## src/rtl/fifo_fc_param.sv

```systemverilog
// fifo_fc_param: RAM-backed synchronous FIFO with flow control.
// The fill level is kept in a separate occupancy register. The FIFO has
// programmable almost-full/almost-empty thresholds, a hysteretic pause output,
// and sticky overflow/underflow errors.
//
// Ports:
//   clk, reset              rising-edge clock, synchronous active-high reset
//   data_in, push, pop      write data / write request / read request
//   umbral_almost_full      pause-set threshold (0 disables almost_full/pause)
//   umbral_almost_empty     pause-release threshold
//   err_clear               clears sticky error flags
//   data_out, valid_out     registered read data, 1-cycle valid pulse
//   occupancy               stored entries 0..DEPTH
//   fifo_empty, fifo_full, almost_full, almost_empty   occupancy decodes
//   pause                   registered hysteretic flow-control flag
//   err_overflow, err_underflow, error   sticky error flags
module fifo_fc_param #(
  parameter int AW = 3,
  parameter int DW = 6
) (
  input  logic          clk,
  input  logic          reset,
  input  logic [DW-1:0] data_in,
  input  logic          push,
  input  logic          pop,
  input  logic [AW:0]   umbral_almost_full,
  input  logic [AW:0]   umbral_almost_empty,
  input  logic          err_clear,
  output logic [DW-1:0] data_out,
  output logic          valid_out,
  output logic [AW:0]   occupancy,
  output logic          fifo_empty,
  output logic          fifo_full,
  output logic          almost_full,
  output logic          almost_empty,
  output logic          pause,
  output logic          err_overflow,
  output logic          err_underflow,
  output logic          error
);
  localparam int          DEPTH   = 1 << AW;
  localparam logic [AW:0] DEPTH_C = (AW+1)'(DEPTH);

  logic [DW-1:0] mem [DEPTH];
  logic [AW-1:0] wr_ptr, rd_ptr;
  logic          pop_ok, push_ok;
  logic [AW:0]   occ_next;

  // Acceptance uses only current-cycle registers. When the FIFO is full, a
  // push is still accepted if a pop is accepted in the same cycle, because
  // the pop frees the slot (pass-through).
  assign pop_ok   = pop && (occupancy != '0);
  assign push_ok  = push && ((occupancy != DEPTH_C) || pop_ok);
  assign occ_next = occupancy + (AW+1)'(push_ok) - (AW+1)'(pop_ok);

  assign fifo_empty   = (occupancy == '0);
  assign fifo_full    = (occupancy == DEPTH_C);
  assign almost_full  = (umbral_almost_full != '0) && (occupancy >= umbral_almost_full);
  assign almost_empty = (occupancy <= umbral_almost_empty);
  assign error        = err_overflow | err_underflow;

  // Storage has no reset. Writes are gated during reset, so a push in the
  // reset cycle leaves no trace in memory.
  always_ff @(posedge clk) begin
    if (!reset && push_ok) mem[wr_ptr] <= data_in;
  end

  always_ff @(posedge clk) begin
    if (reset) begin
      wr_ptr        <= '0;
      rd_ptr        <= '0;
      occupancy     <= '0;
      data_out      <= '0;
      valid_out     <= 1'b0;
      pause         <= 1'b0;
      err_overflow  <= 1'b0;
      err_underflow <= 1'b0;
    end else begin
      occupancy <= occ_next;
      valid_out <= pop_ok;
      if (push_ok) wr_ptr <= wr_ptr + 1'b1;
      if (pop_ok) begin
        data_out <= mem[rd_ptr];
        rd_ptr   <= rd_ptr + 1'b1;
      end
      // Pause looks ahead at occ_next so that it rises on the same edge as
      // occupancy. If the thresholds overlap, the set condition wins.
      if ((umbral_almost_full != '0) && (occ_next >= umbral_almost_full))
        pause <= 1'b1;
      else if (occ_next <= umbral_almost_empty)
        pause <= 1'b0;
      // A new error in the same cycle as err_clear beats the clear.
      err_overflow  <= (err_overflow  & ~err_clear) | (push & ~push_ok);
      err_underflow <= (err_underflow & ~err_clear) | (pop  & ~pop_ok);
    end
  end
endmodule

```

## config.mk

```make
export PLATFORM = sky130hd
export DESIGN_NAME = fifo_fc_param
export DESIGN_NICKNAME = d
export VERILOG_FILES = /design/src/rtl/fifo_fc_param.sv
export SDC_FILE = /design/constraint.sdc
export NUM_CORES = 1
export LEC_CHECK = 0
export BUFFER_PORTS_ARGS = -buffer_cell sky130_fd_sc_hd__buf_2
export CAP_MARGIN = 30
export CORE_AREA = 10 10 93 75
export CTS_CLUSTER_SIZE = 20
export DETAILED_ROUTE_END_ITERATION = 6
export DIE_AREA = 0 0 103 85
export PLACE_DENSITY = 0.81
export SLEW_MARGIN = 0
export SYNTH_ARGS = -nofsm -noshare
export SYNTH_HDL_FRONTEND = slang
export SYNTH_SLANG_ARGS = --single-unit
```

## constraint.sdc

```tcl
create_clock -name clk -period 6.4 [get_ports clk]
set_clock_uncertainty 0.05 [all_clocks]
set_input_delay 0.64 -clock clk [delete_from_list [all_inputs] [get_ports clk]]
set_output_delay 0.64 -clock clk [all_outputs]
set_load 0.02 [all_outputs]
```

==> impl_metrics.xml, run 1 <==
<?xml version="1.0" encoding="UTF-8"?>
<metrics>
  <group name="timing">
    <metric name="timing.final.crit_share" unit="">0.519</metric>
    <metric name="finalWorstPathRequiredPeriod" unit="ps">3320</metric>
    <metric name="maxSlewViolCount" unit="">0</metric>
    <metric name="tightest_slew" unit="ps">946</metric>
    <metric name="hold_violations" unit="">0</metric>
    <metric name="grt_setup_unrepaired" unit="">no</metric>
    <metric name="max_clock_freq" unit="MHz">301</metric>
    <metric name="slew_headroom" unit="">0.365</metric>
    <metric name="tns" unit="ps">0</metric>
    <metric name="finalSetupViolCount" unit="">0</metric>
  </group>
  <group name="cts">
    <metric name="cts.repair_timing.setup_buffer_count" unit="">0</metric>
    <metric name="ctsResizeCount" unit="">0</metric>
    <metric name="maximum_level_of_the_cts_h_tree" unit="">3</metric>
    <metric name="worst_setup_hold_path_clk_slew" unit="ps">70</metric>
    <metric name="cts_sinks" unit="">68</metric>
    <metric name="clockBufferDepth" unit="">2</metric>
    <metric name="cts_tree" unit="">built</metric>
    <metric name="cts_buffer_count" unit="">9</metric>
    <metric name="cts_hold_repair.buffers" unit="">0</metric>
    <metric name="clock_tree.root_cell" unit="">clkbuf_8</metric>
    <metric name="worstSkewPairLatency" unit="ps">340</metric>
  </group>
  <group name="global_route">
    <metric name="grt_pass1_vias" unit="">1945</metric>
    <metric name="initial_antenna_violation_count" unit="">0</metric>
    <metric name="globalRoute.totalOverflow" unit="">0</metric>
    <metric name="global_route_wire_length_before_repair" unit="mm">9.78</metric>
    <metric name="grt_use_total" unit="">0.147</metric>
    <metric name="largest_net_degree_at_the_start_of_global_routing" unit="">25</metric>
  </group>
  <group name="run_status">
    <metric name="outcome" unit="">finished clean</metric>
  </group>
  <group name="synthesis">
    <metric name="synth_edf_count" unit="">48</metric>
    <metric name="ffs_w_async_s_r_synth" unit="">0</metric>
    <metric name="synthesis.yosys.warnings" unit="">0</metric>
    <metric name="post_synthesis_mean_instance_area" unit="µm²">13.2</metric>
    <metric name="post_synth_inst_count" unit="">235</metric>
    <metric name="ys_dominant_reg_cell" unit="">edfxtp_1</metric>
    <metric name="synth_top_area_cell" unit="">edfxtp_1</metric>
    <metric name="post-synth-top-area-fraction" unit="">0.464</metric>
    <metric name="yosys-top-cells-area" unit="">edfxtp_1, dfxtp_1, ha_1</metric>
    <metric name="ys_seq_elements" unit="">68</metric>
    <metric name="sequential_fraction_of_the_synthesis_area" unit="">0.593</metric>
    <metric name="post_synth_instance_area" unit="mm²">0.00311</metric>
    <metric name="synthDistinctLibCells" unit="">34</metric>
    <metric name="synth_most_common_cell" unit="">edfxtp_1</metric>
    <metric name="synthesis.nets" unit="">279</metric>
    <metric name="top_cells_by_instance_count_after_synthesis" unit="">edfxtp_1, mux2i_1, ha_1</metric>
  </group>
  <group name="floorplan">
    <metric name="die_height" unit="µm">85</metric>
    <metric name="floorplan.initialDensity" unit="">0.600</metric>
    <metric name="floorplan.io_pins" unit="">38</metric>
    <metric name="std_cell_rows" unit="">23</metric>
    <metric name="chipWidth" unit="µm">103</metric>
    <metric name="fp.coreArea" unit="mm²">0.00518</metric>
    <metric name="dieArea" unit="mm²">0.00876</metric>
  </group>
  <group name="routing">
    <metric name="avgViaCountPerCell" unit="">5.58</metric>
    <metric name="wire_per_inst" unit="µm">17.5</metric>
    <metric name="route.final.wire_length" unit="mm">6.04</metric>
    <metric name="via_count" unit="">1924</metric>
    <metric name="detailedRoute.firstPassIterationCount" unit="">4</metric>
    <metric name="drcViolationCount" unit="">0</metric>
    <metric name="ant_nets" unit="">0</metric>
    <metric name="detail_route.iter0.violations" unit="">157</metric>
  </group>
  <group name="cells_and_area">
    <metric name="multi_input_comb_area" unit="mm²">0.00118</metric>
    <metric name="seqCellArea" unit="mm²">0.00184</metric>
    <metric name="antenna-diode-count" unit="">0</metric>
    <metric name="final_layout_size_suffix_gt1_frac" unit="">0.208</metric>
    <metric name="design.final.nets" unit="">322</metric>
    <metric name="area_delta_synth_final" unit="%">14.6</metric>
    <metric name="filler_cell_count" unit="">377</metric>
  </group>
  <group name="placement">
    <metric name="port_buffers" unit="">37</metric>
    <metric name="dp_hpwl" unit="mm">4.45</metric>
    <metric name="gp_routability_congestion" unit="">0.804</metric>
  </group>
  <group name="power">
    <metric name="ir_worst_vdd" unit="mV">0.284</metric>
    <metric name="p_total" unit="W">0.00155</metric>
    <metric name="leakage" unit="nW">1.44</metric>
    <metric name="pwr_density_cell" unit="mW/mm²">434</metric>
  </group>
  <group name="flow_run">
    <metric name="drv.max_cap_violation_count" unit="">0</metric>
  </group>
  <group name="worst_setup_path">
    <metric name="top_fanout_value_on_the_critical_path" unit="">6</metric>
    <metric name="startpoint_type" unit="">flop</metric>
    <metric name="worst_ep_required_time" unit="ps">6580</metric>
    <metric name="setup.worst_path.class" unit="">reg -&gt; reg</metric>
    <metric name="worstSetupEndpointType" unit="">flop</metric>
    <metric name="cp.arrival" unit="ps">3500</metric>
  </group>
  <group name="hold_path">
    <metric name="hp-class" unit="">reg -&gt; reg</metric>
  </group>
</metrics>
[sequential cells by signal (all words and copies together) (netlist names)]
signal and cells:
mem 48, data_out 6, occupancy 4, rd_ptr 3, wr_ptr 3, err_overflow 1, err_underflow 1, pause 1
valid_out 1
[through the flow]
stage	area, µm²	setup slack, ps	std cells	util	hold slack, ps
floorplan	3110	3270	235	-	432
global placement	3350	3290	329	0.646	396
detailed placement	3350	3120	329	0.646	406
CTS	3560	3110	345	0.687	423
global route	3560	2840	345	0.687	448
finish	3560	3080	345	0.687	416
[cell type report]
cell class	count	share of cell area
repair buffers	38	0.0541
multi-input cells	146	0.331
flip-flops and latches	68	0.517
clock buffers	9	0.0348
well taps	62	0.0218
inverters	15	0.0158
clock inverters	7	0.0257
[kinds of logic (layout without fill, tap and decap cells)]
logic type	Yosys count	count (layout)	synth area share
muxes	25	25	0.0805
buffers and inverters	21	69	0.0286
adders and majority gates	25	25	0.103
and+or+nand+nor	52	52	0.0882
AOI/OAI and AO/OA	38	38	0.0902
xor gates and xnor gates	6	6	0.0169
DFF	68	68	0.593
[worst paths after layout]
path | start | to | slack, ps | cells past startpoint
setup reg to reg | occupancy[2]$_SDFF_PP0_ | pause$_SDFFE_PP0P_ | 3080 | 13
setup / recovery | occupancy[2]$_SDFF_PP0_ | pause$_SDFFE_PP0P_ | 3080 | 13
hold / removal | data_out[2]$_SDFFE_PP0N_ | data_out[2]$_SDFFE_PP0N_ | 420 | 1
hold reg to reg | data_out[2]$_SDFFE_PP0N_ | data_out[2]$_SDFFE_PP0N_ | 420 | 1
[critical path, cell delays in order, from the launching register on]
cell,delay (ps)
dfxtp_1,400
inv_1,100
ha_1,210
or3b_4,260
nand2_1,140
or2_2,350
ha_1,280
a21o_1,150
a21oi_1,180
xor2_1,280
ha_1,320
a21oi_1,130
o21ai_0,100
a32o_1,260
[per-layer routing]
metal,share of wire,vias to the layer above,track usage
li1,-,960,-
met1,0.48,892,0.200
met2,0.43,63,0.212
met3,0.075,9,0.0478
met4,0.014,0,0.0580
met5,0,-,0
[layout by cell type, fill, tap and decap left out, types with 2 or more instances in the layout]
cell type	n
nor2_1	18
ha_1	24
or3b_4	3
nand4_1	2
nand3_1	3
o21a_1	2
mux2i_1	25
clkbuf_8	9
nor2b_1	7
or2_2	2
nand2b_1	4
a32o_1	7
inv_1	15
buf_2	37
a22oi_1	13
xor2_1	6
a21oi_1	7
clkinv_2	2
clkinv_4	2
edfxtp_1	48
a21o_1	2
nand2_1	6
nor3_1	3
bufinv_16	2
dfxtp_1	20
o21ai_0	3
[report_power, final]
| group | switching, W | total [W] | internal [W] |
|---|---|---|---|
| sequential | 0.0000401 | 0.000560 | 0.000520 |
| combinational | 0.000350 | 0.000613 | 0.000263 |
| clock | 0.000155 | 0.000373 | 0.000218 |
Note: power is estimated with default switching activity, not from simulation.
==> inputs of run 2 (changes only) <==
--- a/config.mk
+++ b/config.mk
@@ -7,11 +7,11 @@
 export LEC_CHECK = 0
 export BUFFER_PORTS_ARGS = -buffer_cell sky130_fd_sc_hd__buf_2
 export CAP_MARGIN = 30
-export CORE_AREA = 10 10 93 75
+export CORE_AREA = 10 10 101 80
 export CTS_CLUSTER_SIZE = 20
 export DETAILED_ROUTE_END_ITERATION = 6
-export DIE_AREA = 0 0 103 85
-export PLACE_DENSITY = 0.81
+export DIE_AREA = 0 0 111 90
+export PLACE_DENSITY = 0.73
 export SLEW_MARGIN = 0
 export SYNTH_ARGS = -nofsm -noshare
 export SYNTH_HDL_FRONTEND = slang
==> constraint.sdc (replaced) <==
create_clock -name clk -period 3.05 [get_ports clk]
set_clock_uncertainty 0.05 [all_clocks]
set_input_delay 0.305 -clock clk [delete_from_list [all_inputs] [get_ports clk]]
set_output_delay 0.305 -clock clk [all_outputs]
set_load 0.02 [all_outputs]
==> impl_metrics.xml, run 2 (same netlist as run 1, synthesis figures left out) <==
<?xml version="1.0" encoding="UTF-8"?>
<metrics>
  <group name="run_status">
    <metric name="outcome" unit="">finished clean</metric>
  </group>
  <group name="floorplan">
    <metric name="dieArea" unit="mm²">0.00999</metric>
    <metric name="fp.coreArea" unit="mm²">0.00616</metric>
    <metric name="std_cell_rows" unit="">25</metric>
    <metric name="floorplan.io_pins" unit="">38</metric>
    <metric name="floorplan.initialDensity" unit="">0.504</metric>
    <metric name="die_height" unit="µm">90</metric>
    <metric name="chipWidth" unit="µm">111</metric>
  </group>
  <group name="routing">
    <metric name="drcViolationCount" unit="">0</metric>
    <metric name="route.final.wire_length" unit="mm">6.20</metric>
    <metric name="detailedRoute.firstPassIterationCount" unit="">4</metric>
    <metric name="avgViaCountPerCell" unit="">5.29</metric>
    <metric name="wire_per_inst" unit="µm">16.6</metric>
    <metric name="via_count" unit="">1975</metric>
    <metric name="detail_route.iter0.violations" unit="">115</metric>
    <metric name="ant_nets" unit="">0</metric>
  </group>
  <group name="worst_setup_path">
    <metric name="setup.reg_to_reg.worst_slack" unit="ps">120</metric>
    <metric name="worstReg2RegStart" unit="">occupancy[2]$_SDFF_PP0_</metric>
    <metric name="worst_ep_required_time" unit="ps">3230</metric>
    <metric name="setup.worst_path.class" unit="">reg -&gt; reg</metric>
    <metric name="worstSetupEndpointType" unit="">flop</metric>
    <metric name="worst_r2r_endpoint" unit="">pause$_SDFFE_PP0P_</metric>
    <metric name="cp.arrival" unit="ps">3110</metric>
    <metric name="worstSetupEndpoint" unit="">pause$_SDFFE_PP0P_</metric>
    <metric name="startpoint_type" unit="">flop</metric>
    <metric name="delay_contributed_by_the_slowest_stage_of_the_critical_path" unit="ps">470</metric>
    <metric name="cp_common_cell" unit="">ha_1</metric>
    <metric name="crit_chain" unit="">inv_2, ha_1, or3b_4, nand2_2, buf_4, nand3_1, nand2_1, ha_1, fa_2, ha_1, a21oi_1, o21ai_0, a32o_1</metric>
    <metric name="worst-r2r-cell-count" unit="">13</metric>
    <metric name="worstSetupStartpoint" unit="">occupancy[2]$_SDFF_PP0_</metric>
    <metric name="worst_path_max_delay_cell" unit="">fa_2</metric>
    <metric name="top_fanout_value_on_the_critical_path" unit="">5</metric>
  </group>
  <group name="cells_and_area">
    <metric name="postLayoutCoreUtil" unit="">0.600</metric>
    <metric name="antenna-diode-count" unit="">0</metric>
    <metric name="final_layout_size_suffix_gt1_frac" unit="">0.267</metric>
    <metric name="area_delta_synth_final" unit="%">19.0</metric>
    <metric name="largestRegisters" unit="">mem x48, data_out x6, occupancy x4</metric>
    <metric name="design.final.nets" unit="">331</metric>
    <metric name="mostFrequentLayoutCell" unit="">edfxtp_1</metric>
    <metric name="largest_reg_flops" unit="">48</metric>
    <metric name="regMostFlops" unit="">mem</metric>
    <metric name="mostFrequentLayoutCells" unit="">edfxtp_1, buf_2, mux2i_1, ha_1</metric>
  </group>
  <group name="timing">
    <metric name="timing.final.crit_share" unit="">0.961</metric>
    <metric name="finalSetupViolCount" unit="">0</metric>
    <metric name="finalWorstPathRequiredPeriod" unit="ps">2930</metric>
    <metric name="hold_violations" unit="">0</metric>
    <metric name="maxSlewViolCount" unit="">0</metric>
    <metric name="max_clock_freq" unit="MHz">341</metric>
    <metric name="slew_headroom" unit="">0.489</metric>
    <metric name="tightest_slew" unit="ps">767</metric>
  </group>
  <group name="placement">
    <metric name="port_buffers" unit="">37</metric>
    <metric name="gp_routability_congestion" unit="">0.827</metric>
    <metric name="dp_hpwl" unit="mm">4.40</metric>
  </group>
  <group name="power">
    <metric name="total_switching_power" unit="W">0.00120</metric>
    <metric name="p_int" unit="W">0.00226</metric>
    <metric name="power_frac_comb" unit="">0.429</metric>
    <metric name="pwr_density_cell" unit="mW/mm²">936</metric>
    <metric name="ir_worst_vdd" unit="mV">0.502</metric>
    <metric name="leakage" unit="nW">1.49</metric>
    <metric name="seq_power_share" unit="">0.337</metric>
    <metric name="p_clk_frac" unit="">0.235</metric>
    <metric name="switching_share" unit="">0.348</metric>
    <metric name="p_total" unit="W">0.00346</metric>
  </group>
  <group name="cts">
    <metric name="cts_tree" unit="">built</metric>
    <metric name="worst_setup_hold_path_clk_slew" unit="ps">70</metric>
    <metric name="maximum_level_of_the_cts_h_tree" unit="">3</metric>
    <metric name="clock_tree.root_cell" unit="">clkbuf_8</metric>
    <metric name="worstSkewPairLatency" unit="ps">340</metric>
    <metric name="cts_sinks" unit="">68</metric>
    <metric name="clockBufferDepth" unit="">2</metric>
    <metric name="cts_buffer_count" unit="">9</metric>
  </group>
  <group name="global_route">
    <metric name="largest_net_degree_at_the_start_of_global_routing" unit="">27</metric>
    <metric name="grt_use_total" unit="">0.125</metric>
    <metric name="global_route_wire_length_before_repair" unit="mm">9.93</metric>
    <metric name="grt_pass1_vias" unit="">1940</metric>
    <metric name="globalRoute.totalOverflow" unit="">0</metric>
    <metric name="initial_antenna_violation_count" unit="">0</metric>
  </group>
  <group name="hold_path">
    <metric name="hp-class" unit="">in -&gt; reg</metric>
  </group>
  <group name="flow_run">
    <metric name="drv.max_cap_violation_count" unit="">0</metric>
  </group>
</metrics>
==> run 2: changes by cell type in the layout (fill, tap and decap cells not counted), sizes merged <==
cell and change:
buf +9, clkbuf +1, clkinv -1
==> run 2: worst min path at each step <==
stage | slack, ps | to | start | cells after the start
6_report | 180 | mem[6][4]$_DFFE_PP_ | data_in[4] | 1
5_1_grt | 170 | mem[0][4]$_DFFE_PP_ | data_in[4] | 1
4_1_cts | 170 | mem[4][4]$_DFFE_PP_ | data_in[4] | 1
3_5_place_dp | 410 | data_out[1]$_SDFFE_PP0N_ | data_out[1]$_SDFFE_PP0N_ | 1
3_3_place_gp | 400 | data_out[1]$_SDFFE_PP0N_ | data_out[1]$_SDFFE_PP0N_ | 1
2_1_floorplan | 350 | mem[0][0]$_DFFE_PP_ | data_in[0] | 0
==> run 2: routing by layer <==
metal,GRT usage,wire (µm),vias up
met5,0,0,-
met2,0.201,2900,63
li1,-,-,978
met1,0.154,2760,930
met4,0.0455,38,0
met3,0.0398,502,4
==> run 2: critical path, delay by kind of cell, from the launching register on <==
kind | cells | cell delay [ps]
simple gates | 4 | 670
compound gates | 3 | 470
fa+ha+maj | 4 | 1100
flops | 1 | 330
buf+inv | 2 | 200
==> run 2: layout make-up <==
| type | count | area (µm²) |
|---|---|---|
| inverter | 15 | 56.3 |
| fill | 495 | 2460 |
| timing repair buffer | 47 | 260 |
| tap | 81 | 101 |
| clock buffer | 10 | 138 |
| sequential | 68 | 1840 |
| multi-input combinational | 146 | 1210 |
| clock inverter | 6 | 87.6 |
==> run 2: repair_timing <==
| action | CTS | global route |
|---|---|---|
| hold buffers | 0 | 0 |
| buffers inserted | 0 | 3 |
| setup endpoints to repair | 1 | 1 |
| pin swaps | 2 | 4 |
| gates resized for setup | 2 | 7 |
==> run 2: per-stage QoR <==
stage / cell area [µm²] / hold WS [ps] / std cells / worst slack, ps / TNS, ps
6_report: 3700 / 184 / 373 / 119 / 0
5_1_grt: 3700 / 171 / 373 / -33.5 / -33.5
4_1_cts: 3650 / 165 / 370 / 26.4 / 0
3_5_place_dp: 3420 / 406 / 354 / -6.12 / -6.12
3_3_place_gp: 3420 / 399 / 354 / 110 / 0
2_1_floorplan: 3110 / 354 / 235 / 22.8 / 0
==> run 2: power by group through the flow <==
stage	combinational (W)	sequential (W)	clock [W]
after global routing	0.00166	0.00118	0.000864
after global placement	0.00129	0.00118	0
final	0.00148	0.00117	0.000812
after CTS	0.00136	0.00117	0.000823
after floorplan	0.000897	0.00125	0
after detailed placement	0.00133	0.00119	0
==> inputs of run 3 (changes only) <==
--- a/config.mk
+++ b/config.mk
@@ -7,11 +7,10 @@
 export LEC_CHECK = 0
 export BUFFER_PORTS_ARGS = -buffer_cell sky130_fd_sc_hd__buf_2
 export CAP_MARGIN = 30
-export CORE_AREA = 10 10 101 80
+export CORE_AREA = 10 10 111 88
 export CTS_CLUSTER_SIZE = 20
 export DETAILED_ROUTE_END_ITERATION = 6
-export DIE_AREA = 0 0 111 90
-export PLACE_DENSITY = 0.73
+export DIE_AREA = 0 0 121 98
 export SLEW_MARGIN = 0
 export SYNTH_ARGS = -nofsm -noshare
 export SYNTH_HDL_FRONTEND = slang
==> impl_metrics.xml, run 3 (same netlist as run 1, synthesis figures left out) <==
<?xml version="1.0" encoding="UTF-8"?>
<metrics>
  <group name="cells_and_area">
    <metric name="finalInstanceArea" unit="mm²">0.00370</metric>
    <metric name="mostFrequentLayoutCell" unit="">edfxtp_1</metric>
    <metric name="mostFrequentLayoutCells" unit="">edfxtp_1, buf_2, mux2i_1, ha_1</metric>
    <metric name="largestRegisters" unit="">mem x48, data_out x6, occupancy x4</metric>
    <metric name="antenna-diode-count" unit="">0</metric>
    <metric name="largest_reg_flops" unit="">48</metric>
    <metric name="finish.cell_count_without_fillers" unit="">396</metric>
    <metric name="area_delta_synth_final" unit="%">19.1</metric>
    <metric name="design.final.nets" unit="">330</metric>
    <metric name="regMostFlops" unit="">mem</metric>
    <metric name="final_layout_size_suffix_gt1_frac" unit="">0.265</metric>
  </group>
  <group name="cts">
    <metric name="cts_buffer_count" unit="">9</metric>
    <metric name="maximum_level_of_the_cts_h_tree" unit="">3</metric>
    <metric name="cts_sinks" unit="">68</metric>
    <metric name="cts.repair_timing.setup_buffer_count" unit="">0</metric>
    <metric name="clock_tree.root_cell" unit="">clkbuf_8</metric>
    <metric name="cts_hold_repair.buffers" unit="">0</metric>
    <metric name="worstSkewPairLatency" unit="ps">330</metric>
    <metric name="worst_setup_hold_path_clk_slew" unit="ps">70</metric>
    <metric name="clockBufferDepth" unit="">2</metric>
    <metric name="cts_tree" unit="">built</metric>
  </group>
  <group name="power">
    <metric name="power_frac_comb" unit="">0.444</metric>
    <metric name="p_total" unit="W">0.00333</metric>
    <metric name="seq_power_share" unit="">0.353</metric>
    <metric name="ir_worst_vdd" unit="mV">0.423</metric>
    <metric name="total_switching_power" unit="W">0.00120</metric>
    <metric name="switching_share" unit="">0.361</metric>
    <metric name="p_clk_frac" unit="">0.204</metric>
    <metric name="pwr_density_cell" unit="mW/mm²">898</metric>
    <metric name="leakage" unit="nW">1.47</metric>
    <metric name="p_int" unit="W">0.00212</metric>
  </group>
  <group name="timing">
    <metric name="finalSetupViolCount" unit="">0</metric>
    <metric name="slew_headroom" unit="">0.547</metric>
    <metric name="finalWorstPathRequiredPeriod" unit="ps">2930</metric>
    <metric name="grt_setup_unrepaired" unit="">no</metric>
    <metric name="hold_violations" unit="">0</metric>
    <metric name="tightest_slew" unit="ps">677</metric>
    <metric name="max_clock_freq" unit="MHz">342</metric>
    <metric name="timing.final.crit_share" unit="">0.960</metric>
    <metric name="hold-worst-slack" unit="ps">196</metric>
    <metric name="maxSlewViolCount" unit="">0</metric>
  </group>
  <group name="floorplan">
    <metric name="chipWidth" unit="µm">121</metric>
    <metric name="dieArea" unit="mm²">0.0119</metric>
    <metric name="fp.coreArea" unit="mm²">0.00767</metric>
    <metric name="std_cell_rows" unit="">28</metric>
    <metric name="floorplan.initialDensity" unit="">0.405</metric>
    <metric name="floorplan.io_pins" unit="">38</metric>
    <metric name="die_height" unit="µm">98</metric>
  </group>
  <group name="routing">
    <metric name="avgViaCountPerCell" unit="">5.03</metric>
    <metric name="wire_per_inst" unit="µm">16.8</metric>
    <metric name="route.final.wire_length" unit="mm">6.67</metric>
    <metric name="via_count" unit="">1991</metric>
    <metric name="ant_nets" unit="">0</metric>
    <metric name="detailedRoute.firstPassIterationCount" unit="">4</metric>
    <metric name="detail_route.iter0.violations" unit="">101</metric>
    <metric name="drcViolationCount" unit="">0</metric>
  </group>
  <group name="global_route">
    <metric name="grt_use_total" unit="">0.114</metric>
    <metric name="initial_antenna_violation_count" unit="">0</metric>
    <metric name="largest_net_degree_at_the_start_of_global_routing" unit="">25</metric>
    <metric name="grt_pass1_vias" unit="">2011</metric>
    <metric name="global_route_wire_length_before_repair" unit="mm">10.4</metric>
    <metric name="globalRoute.totalOverflow" unit="">0</metric>
  </group>
  <group name="placement">
    <metric name="placed_cell_area" unit="mm²">0.00346</metric>
    <metric name="port_buffers" unit="">37</metric>
    <metric name="dp_hpwl" unit="mm">4.78</metric>
    <metric name="gp_routability_congestion" unit="">0.829</metric>
    <metric name="placed_cells_incl_taps" unit="">380</metric>
  </group>
  <group name="worst_setup_path">
    <metric name="startpoint_type" unit="">flop</metric>
    <metric name="cp_common_cell" unit="">ha_1</metric>
    <metric name="setup.reg_to_reg.worst_slack" unit="ps">120</metric>
    <metric name="worstSetupEndpointType" unit="">flop</metric>
    <metric name="worst_path_max_delay_cell" unit="">fa_2</metric>
    <metric name="delay_contributed_by_the_slowest_stage_of_the_critical_path" unit="ps">500</metric>
    <metric name="crit_chain" unit="">inv_2, ha_1, or3b_4, nand2_2, buf_4, nand3_1, nand2_1, ha_2, fa_2, ha_1, a21oi_2, o21ai_0, a32o_1</metric>
    <metric name="setup.worst_path.class" unit="">reg -&gt; reg</metric>
    <metric name="worst_ep_required_time" unit="ps">3220</metric>
    <metric name="cp.arrival" unit="ps">3100</metric>
    <metric name="top_fanout_value_on_the_critical_path" unit="">5</metric>
  </group>
  <group name="flow_run">
    <metric name="drv.max_cap_violation_count" unit="">0</metric>
  </group>
  <group name="run_status">
    <metric name="outcome" unit="">finished clean</metric>
  </group>
  <group name="hold_path">
    <metric name="hp-class" unit="">in -&gt; reg</metric>
  </group>
</metrics>
[run 3: worst max-delay path: cells and delay by family (launching register included)]
family / cells / cell delay [ps]
adders and majority gates: 4 / 1160
and+or+nand+nor: 4 / 680
AOI/OAI and AO/OA: 3 / 420
DFF: 1 / 330
buffers and inverters: 2 / 200
[run 3: cell type report]
cell class,count,area [µm²]
multi-input combinational,146,1240
clock buffer,13,139
clock inverter,3,40.0
fill,689,3970
tap,105,131
sequential,68,1840
inverter,15,56.3
timing repair buffer,46,253
[run 3: metrics by stage]
stage	setup TNS, ps	util	worst slack (ps)
finish	0	0.483	123
global route	0	0.483	2.45
CTS	0	0.476	5.05
detailed placement	-38.0	0.451	-38.0
global placement	0	0.451	104
floorplan	0	-	22.8
[run 3: repair_timing]
action / in CTS / in global routing
cloned: 0 / 0
gates resized for setup: 2 / 11
endpoints found under the setup margin: 1 / 1
pin swaps: 2 / 6
[run 3: layer usage]
layer | share of wire | vias to the layer above | wire, µm | global-route usage
met5 | 0 | - | 0 | 0
met4 | 0.012 | 0 | 79 | 0.0389
met3 | 0.041 | 9 | 274 | 0.0409
met2 | 0.49 | 34 | 3270 | 0.185
met1 | 0.46 | 974 | 3050 | 0.137
li1 | - | 974 | - | -
[run 3: path summary, 6_finish.rpt]
path / start / cells past startpoint / end
max: occupancy[2]$_SDFF_PP0_ / 13 / pause$_SDFFE_PP0P_
min: data_in[2] / 1 / mem[4][2]$_DFFE_PP_
max reg2reg: occupancy[2]$_SDFF_PP0_ / 13 / pause$_SDFFE_PP0P_
min reg2reg: data_out[1]$_SDFFE_PP0N_ / 1 / data_out[1]$_SDFFE_PP0N_
[run 3: power groups by stage]
stage	clock [W]	sequential (W)	combinational (W)
global route	0.000738	0.00119	0.00165
CTS	0.000695	0.00117	0.00138
finish	0.000677	0.00117	0.00148
detailed placement	0	0.00119	0.00134
floorplan	0	0.00125	0.000897
global placement	0	0.00119	0.00130
